===== src/rtl/serial_add_pkg.sv =====
// Shared constants for the bit-serial adder/subtractor controller:
// FSM state encoding and the default operand width.
package serial_add_pkg;

  localparam int DEFAULT_WIDTH = 8;

  localparam logic [1:0] S_IDLE = 2'd0;
  localparam logic [1:0] S_RUN  = 2'd1;
  localparam logic [1:0] S_DONE = 2'd2;

  typedef enum logic [1:0] {
    IDLE = S_IDLE,
    RUN  = S_RUN,
    DONE = S_DONE
  } state_t;

endpackage


===== src/rtl/full_adder.sv =====
// Single-bit full adder cell; the only arithmetic element of the serial datapath.
module full_adder (
  input  logic a,
  input  logic b,
  input  logic cin,
  output logic s,
  output logic cout
);

  assign s    = a ^ b ^ cin;
  assign cout = (a & b) | (cin & (a ^ b));

endmodule


===== src/rtl/serial_add_ctrl.sv =====
// Bit-serial adder/subtractor: one full_adder cell walks a WIDTH-bit operand
// pair LSB first, with a start/busy/done handshake around it.
module serial_add_ctrl
  import serial_add_pkg::*;
#(
  parameter int WIDTH = DEFAULT_WIDTH
) (
  input  logic             clk,
  input  logic             rst_n,
  input  logic             start,
  input  logic             sub,
  input  logic [WIDTH-1:0] a,
  input  logic [WIDTH-1:0] b,
  output logic             busy,
  output logic             done,
  output logic [WIDTH-1:0] sum,
  output logic             cout,
  output logic             ovf,
  output state_t           state_dbg
);

  // Handshake: start is sampled only in IDLE; busy is high for the WIDTH bit
  // cycles, done pulses for one cycle after, and sum/cout/ovf hold until the
  // next operation completes.

  localparam int CW = (WIDTH > 1) ? $clog2(WIDTH) : 1;
  localparam logic [CW-1:0] LAST = CW'(WIDTH - 1);

  state_t           state, state_nxt;
  logic [WIDTH-1:0] sh_a, sh_b, res, res_nxt;
  logic             carry;
  logic [CW-1:0]    cnt;
  logic             fa_s, fa_co;

  full_adder u_fa (
    .a    (sh_a[0]),
    .b    (sh_b[0]),
    .cin  (carry),
    .s    (fa_s),
    .cout (fa_co)
  );

  // New sum bit enters at the MSB so the result ends up LSB-aligned.
  assign res_nxt = (res >> 1) | (WIDTH'(fa_s) << (WIDTH - 1));

  always_ff @(posedge clk or negedge rst_n) begin
    if (!rst_n) state <= IDLE;
    else        state <= state_nxt;
  end

  always_comb begin
    state_nxt = state;
    case (state)
      IDLE:    if (start) state_nxt = RUN;
      RUN:     if (cnt == LAST) state_nxt = DONE;
      DONE:    state_nxt = IDLE;
      default: state_nxt = IDLE;
    endcase
  end

  always_ff @(posedge clk or negedge rst_n) begin
    if (!rst_n) begin
      sh_a  <= '0;
      sh_b  <= '0;
      res   <= '0;
      carry <= 1'b0;
      cnt   <= '0;
      sum   <= '0;
      cout  <= 1'b0;
      ovf   <= 1'b0;
    end else begin
      case (state)
        IDLE: begin
          if (start) begin
            sh_a  <= a;
            sh_b  <= sub ? ~b : b;
            carry <= sub;
            cnt   <= '0;
          end
        end
        RUN: begin
          sh_a  <= sh_a >> 1;
          sh_b  <= sh_b >> 1;
          res   <= res_nxt;
          carry <= fa_co;
          if (cnt == LAST) begin
            // On the final bit the live carry register is the MSB carry-in.
            sum  <= res_nxt;
            cout <= fa_co;
            ovf  <= carry ^ fa_co;
          end else begin
            cnt <= cnt + 1'b1;
          end
        end
        default: ;
      endcase
    end
  end

  assign busy      = (state == RUN);
  assign done      = (state == DONE);
  assign state_dbg = state;

endmodule


===== config.mk =====
export PLATFORM = sky130hd
export DESIGN_NAME = serial_add_ctrl
export DESIGN_NICKNAME = d
export VERILOG_FILES = /design/src/rtl/serial_add_pkg.sv /design/src/rtl/full_adder.sv /design/src/rtl/serial_add_ctrl.sv
export SDC_FILE = /design/constraint.sdc
export NUM_CORES = 1
export LEC_CHECK = 0
export ABC_AREA = 0
export BUFFER_PORTS_ARGS = -buffer_cell sky130_fd_sc_hd__buf_2
export CAP_MARGIN = 20
export CORE_UTILIZATION = 45
export CTS_CLUSTER_DIAMETER = 80
export DETAILED_ROUTE_END_ITERATION = 8
export GPL_TIMING_DRIVEN = 1
export PLACE_DENSITY = 0.76
export SYNTH_ARGS = -nofsm -noshare
export SYNTH_HDL_FRONTEND = slang
export SYNTH_HIERARCHICAL = 1
export SYNTH_SLANG_ARGS = --single-unit

===== constraint.sdc =====
create_clock -name clk -period 2.7 [get_ports clk]
set_input_delay 0.135 -clock clk [delete_from_list [all_inputs] [get_ports clk]]
set_output_delay 0.135 -clock clk [all_outputs]
set_load 0.01 [all_outputs]

# Word level (Yosys, flattened, before mapping)
# Cells that the tools add are included.
# totals
register_bits	40
out_inout_bits	14
input_bits	20
# op_classes
n_mux	13
eq_ne	6
addsub	1
reduce_logical	6
bitwise	8
# ops
cell	count
8-bit one-hot mux with 2 select lines	2
8-bit two-way mux	3
8-bit NOT	1
7-bit by 8-bit OR with 8-bit output	1
3-bit two-way mux	2
3-bit one-hot mux with 2 select lines	1
2-bit AND reduction	3
2-bit two-way mux	2
2-bit inequality test (second input constant)	2
2-bit one-hot mux with 2 select lines	1
3-bit by 1-bit adder with 3-bit output (second input constant)	1
3-bit == test (second input constant)	1
3-bit AND reduction	1
1-bit XOR	3
1-bit bitwise AND	2
2-bit by 1-bit == test with 1-bit output (second input constant)	1
2-bit == test (second input constant)	1
2-bit zero test	1
2-bit by 1-bit inequality test with 1-bit output (second input constant)	1
1-bit one-hot mux with 2 select lines	1
2-bit nonzero test	1
1-bit two-way mux	1
1-bit OR	1

# Logic depth before layout (Yosys ltp)
# depth
word_depth	4
mapped_depth	6

# Modules after synthesis
# The synthesis kept the hierarchy.
# modules_own_cells
module	instances	cells_each	area_each_um2
serial_add_ctrl	1	144	1824.2
full_adder	1	1	20.0

# Worst setup path after synthesis
# Ideal clock, no wire load.
# synth_timing
path_type	register -> register
from	register cnt[0]
to	register cout
n_path_buf	1
path_stages_with_launch	6
synth_period_minus_slack_ns	1.526
setup_slack_ns	1.174
arrival_time_ns	1.401
path_cell_list	dfrtp_1 ha_1 ha_1 nand3b_4 buf_4 mux2_2
# synth_via
elab_chain_cells	2
# synth_rtl
element	line_no	rtl
start, declared	serial_add_ctrl.sv:32	logic [CW-1:0] cnt;
start signal, assigned	serial_add_ctrl.sv:92	cnt <= cnt + 1'b1;
3-bit == test	serial_add_ctrl.sv:86	if (cnt == LAST) begin
2-bit AND reduction (no line)	n/a	
end signal, assigned	serial_add_ctrl.sv:89	cout <= fa_co;
end, declared	serial_add_ctrl.sv:17	output logic cout,
# No other way between the ends.
# A chain may end at the register's enable or synchronous reset.

# Worst setup path after layout
# layout_timing
from	register state[0] (netlist: state_dbg[0])
to	register sh_b[2]
# layout_via
elab_chain_cells	3
word_cells_on_any_way	6
cone_classes	eq/ne (2); mux (1); reduce/logical (3)
# layout_rtl
element	line_no	rtl
start, declared	serial_add_ctrl.sv:29	state_t state, state_nxt;
start signal, assigned	serial_add_ctrl.sv:48	else state <= state_nxt;
2-bit by 1-bit == test with 1-bit output or 2-bit zero test (tied branches)	serial_add_ctrl.sv:72	case (state)
2-bit nonzero test (no line) or 2-bit inequality test (tied branches)	n/a	
2-bit AND reduction (no line)	n/a	
end signal, assigned	serial_add_ctrl.sv:76	sh_b <= sub ? ~b : b;
end signal, assigned	serial_add_ctrl.sv:83	sh_b <= sh_b >> 1;
end, declared	serial_add_ctrl.sv:30	logic [WIDTH-1:0] sh_a, sh_b, res, res_nxt;
# Parallel ways exist; a longest one is shown, timed or not.

==> run_results.csv <==
group,metric,value,unit
finish,finalInstanceArea,2090,sq um
route,final_antenna_net_count,0,
synth,synth_top_area_share,52.9,%
flow_run,maxCapViolCount,0,
worst_setup_path,worst_path_max_delay_cell,"dfrtp_1",
finish,drive_gt1_share,36.1,%
route,vias,1175,
clock_tree,cts_buffer_depth,2,
global_route,met1_usage,20.1,%
synth,synth_top_area_cell,"dfrtp_1",
worst_setup_path,cp_cell_sequence,"nor2b_4, buf_4, mux2i_1, o21ai_1",
hold_path,min_delay_path_depth,3,
route,vias_per_cell,5.15,
worst_setup_path,crit_arrival,2030,ps
global_route,grt_pass1_vias,1228,
sta,hold_viol,0,
worst_setup_path,r2r-start,"state_dbg[0]",
route,drt_iter0_drc,51,
pwr,powerDensity,1130,nW/um^2
finish,antenna_cells,0,
sta,setup_viol,0,
finish,layout.nets,202,
clock_tree,cts_tree,"built",
sta,relSlewSlack,44.5,%
floorplan,rows,22,
sta,max_clock_freq,536,MHz
global_route,grt-busiest-layer,"met2",
global_route,grt_overflow,0,
place,gp_congestion,0.780,
clock_tree,post_cts_buffers,0,
global_route,grt_pass1_wl,5.42,mm
place,place_area,1990,sq um
clock_tree,clkSlewWorstSetupHoldPaths,70,ps
synth,synthArstFlopShare,100,%
floorplan,die_h,66.0,um
finish,syn2layout_area_growth,13.2,%
sta,rsz0062_at_grt,"false",
worst_setup_path,cp-start-kind,"flip-flop",
synth,ys_seq_elements,39,
synth,postSynthCellCount,145,
clock_tree,cts_hold_buf,1,
global_route,track_usage,17.1,%
global_route,antenna_found_initial,0,
sta,drv_slew,0,
synth,synth_commonest_cells,"dfrtp_1 (39), nand2_1 (18), mux2i_1 (15), o21ai_1 (15), mux2_2 (13)",
sta,post-route-min-period,1870,ps
clock_tree,cts_max_level,2,
worst_setup_path,reg2reg_depth,4,
route,wl,3.17,mm
worst_setup_path,cp-end-kind,"flip-flop",
pwr,peakVddDrop,0.504,mV
floorplan,coreArea,3800,sq um
sta,tightest_slew,832,ps
global_route,use_met3,6.21,%
clock_tree,clkLatencyLatePin,290,ps
synth,yosysUniqueCellTypes,26,
worst_setup_path,critPathMaxFanout,16,
pwr,leakagePower,1.07,nW
synth,synth-edff-count,0,
synth,yosys-top-cells-area,"dfrtp_1 (53%), mux2i_1 (8.1%), mux2_2 (7.9%), o21ai_1 (4.1%), xor2_1 (3.8%)",
sta,tns,0,ps
route,wl_per_cell,13.9,um
route,firstDrtPassIters,4,
route,drcViolationCount,0,
finish,fillers,324,
synth,yosysMostFrequentCell,"dfrtp_1",
synth,avgSynthCellArea,12.7,sq um
place,dp_hpwl,2.36,mm
floorplan,initial_core_util,48.6,%
clock_tree,clock_sinks,39,
worst_setup_path,startpoint,"state_dbg[0]",
synth,synth_area,1840,sq um
place,io_buffer_count,33,
floorplan,die_w,66.0,um
worst_setup_path,cp.required,2860,ps
clock_tree,cts_buffers,5,
worst_setup_path,worst_path_largest_cell_delay,590,ps
hold_path,min_from,"a[2]",
synth,ys.flop_type,"dfrtp_1",
run_status,status,"finished clean",
worst_setup_path,criticalPathCategory,"flip-flop to flip-flop",
floorplan,dieArea,4360,sq um
global_route,grt_max_degree,40,
synth,ys.warnings.count,6,
hold_path,hold_path_class,"primary input to flip-flop",
clock_tree,cts-resized-gates,0,
floorplan,ios,34,
sta,skew,3.43,ps
clock_tree,cts_root_buffer,"clkbuf_8",
synth,synthesis.nets,168,
synth,yosysSeqAreaShare,52.9,%
sta,post-route-period-util,69.1,%
global_route,use_met2,29.0,%
## power by group
part           total [mW]  switching [mW]  internal [mW]
logic               0.952           0.426          0.527
clock network       0.375           0.195          0.180
registers            1.03           0.183          0.849
total                2.36           0.804           1.56
## layout by cell type (no fill, tap or decap), drive strengths merged, types with 2 or more instances in the layout
cell	n
a22o	5
mux2i	15
ha	2
clkbuf	6
o21ai	18
a31oi	2
buf	35
nor2b	3
nor2	2
dfrtp	39
mux2	17
inv	2
nand2	18
xor2	8
## cells by family after synthesis
family,after synthesis,synth area share [%]
XOR/XNOR,9,4.27
flip-flops,39,52.9
multiplexers,32,19.3
AO/OA/AOI/OAI,27,9.02
adder cells (fa/ha/maj),3,2.44
AND/OR/NAND/NOR,24,6.58
buffers and inverters,11,5.43
## per-layer routing
metal / part of all wire [%] / vias up / routed length (um)
met5: 0 / - / 0
met4: 1.5 / 0 / 47
met3: 5.3 / 5 / 168
met2: 49 / 38 / 1570
met1: 44 / 568 / 1390
li1: - / 564 / -
## worst max-delay path: cells and delay by family (launching register included)
family,cells,cell delay [ps]
muxes,1,200
buffers and inverters,1,290
and+or+nand+nor,1,570
DFF,1,590
AOI/OAI and AO/OA,1,90
## metrics by stage
| stage | instances | worst slack, ps | total power, mW | hold WS (ps) | util, % |
|---|---|---|---|---|---|
| global route | 228 | 695 | 2.55 | 130 | 54.9 |
| floorplan | 145 | 1170 | 1.82 | -161 | - |
| detailed placement | 219 | 811 | 2.02 | 286 | 52.4 |
| CTS | 228 | 809 | 2.40 | 112 | 54.9 |
| global placement | 219 | 960 | 1.94 | 273 | 52.4 |
| finish | 228 | 834 | 2.36 | 114 | 54.9 |
## cell type report
| cell class | instances | area, sq um | area share, % |
|---|---|---|---|
| multi-input combinational | 95 | 768 | 36.8 |
| clock buffer | 6 | 72.6 | 3.48 |
| sequential | 39 | 976 | 46.8 |
| tap | 48 | 60.1 | 2.88 |
| inverter | 2 | 7.51 | 0.360 |
| timing repair buffer | 36 | 190 | 9.11 |
| clock inverter | 2 | 12.5 | 0.600 |
## state kept, by name (all words and copies together) (netlist names)
name / flops
res: 7
sh_a: 8
cnt: 3
cout: 1
sh_b: 8
carry: 1
state_dbg: 2
ovf: 1
sum: 8
## path summary, 6_finish.rpt
| path | slack (ps) | end |
|---|---|---|
| min in group asynchronous | 480 | cout |
| max | 830 | sh_b[2] |
| max reg2reg | 830 | sh_b[2] |
| min reg2reg | 490 | sh_b[1] |
| max in group asynchronous | 1700 | state_dbg[0] |
| min | 110 | sh_a[2] |
Note: power is estimated with default switching activity, not from simulation.
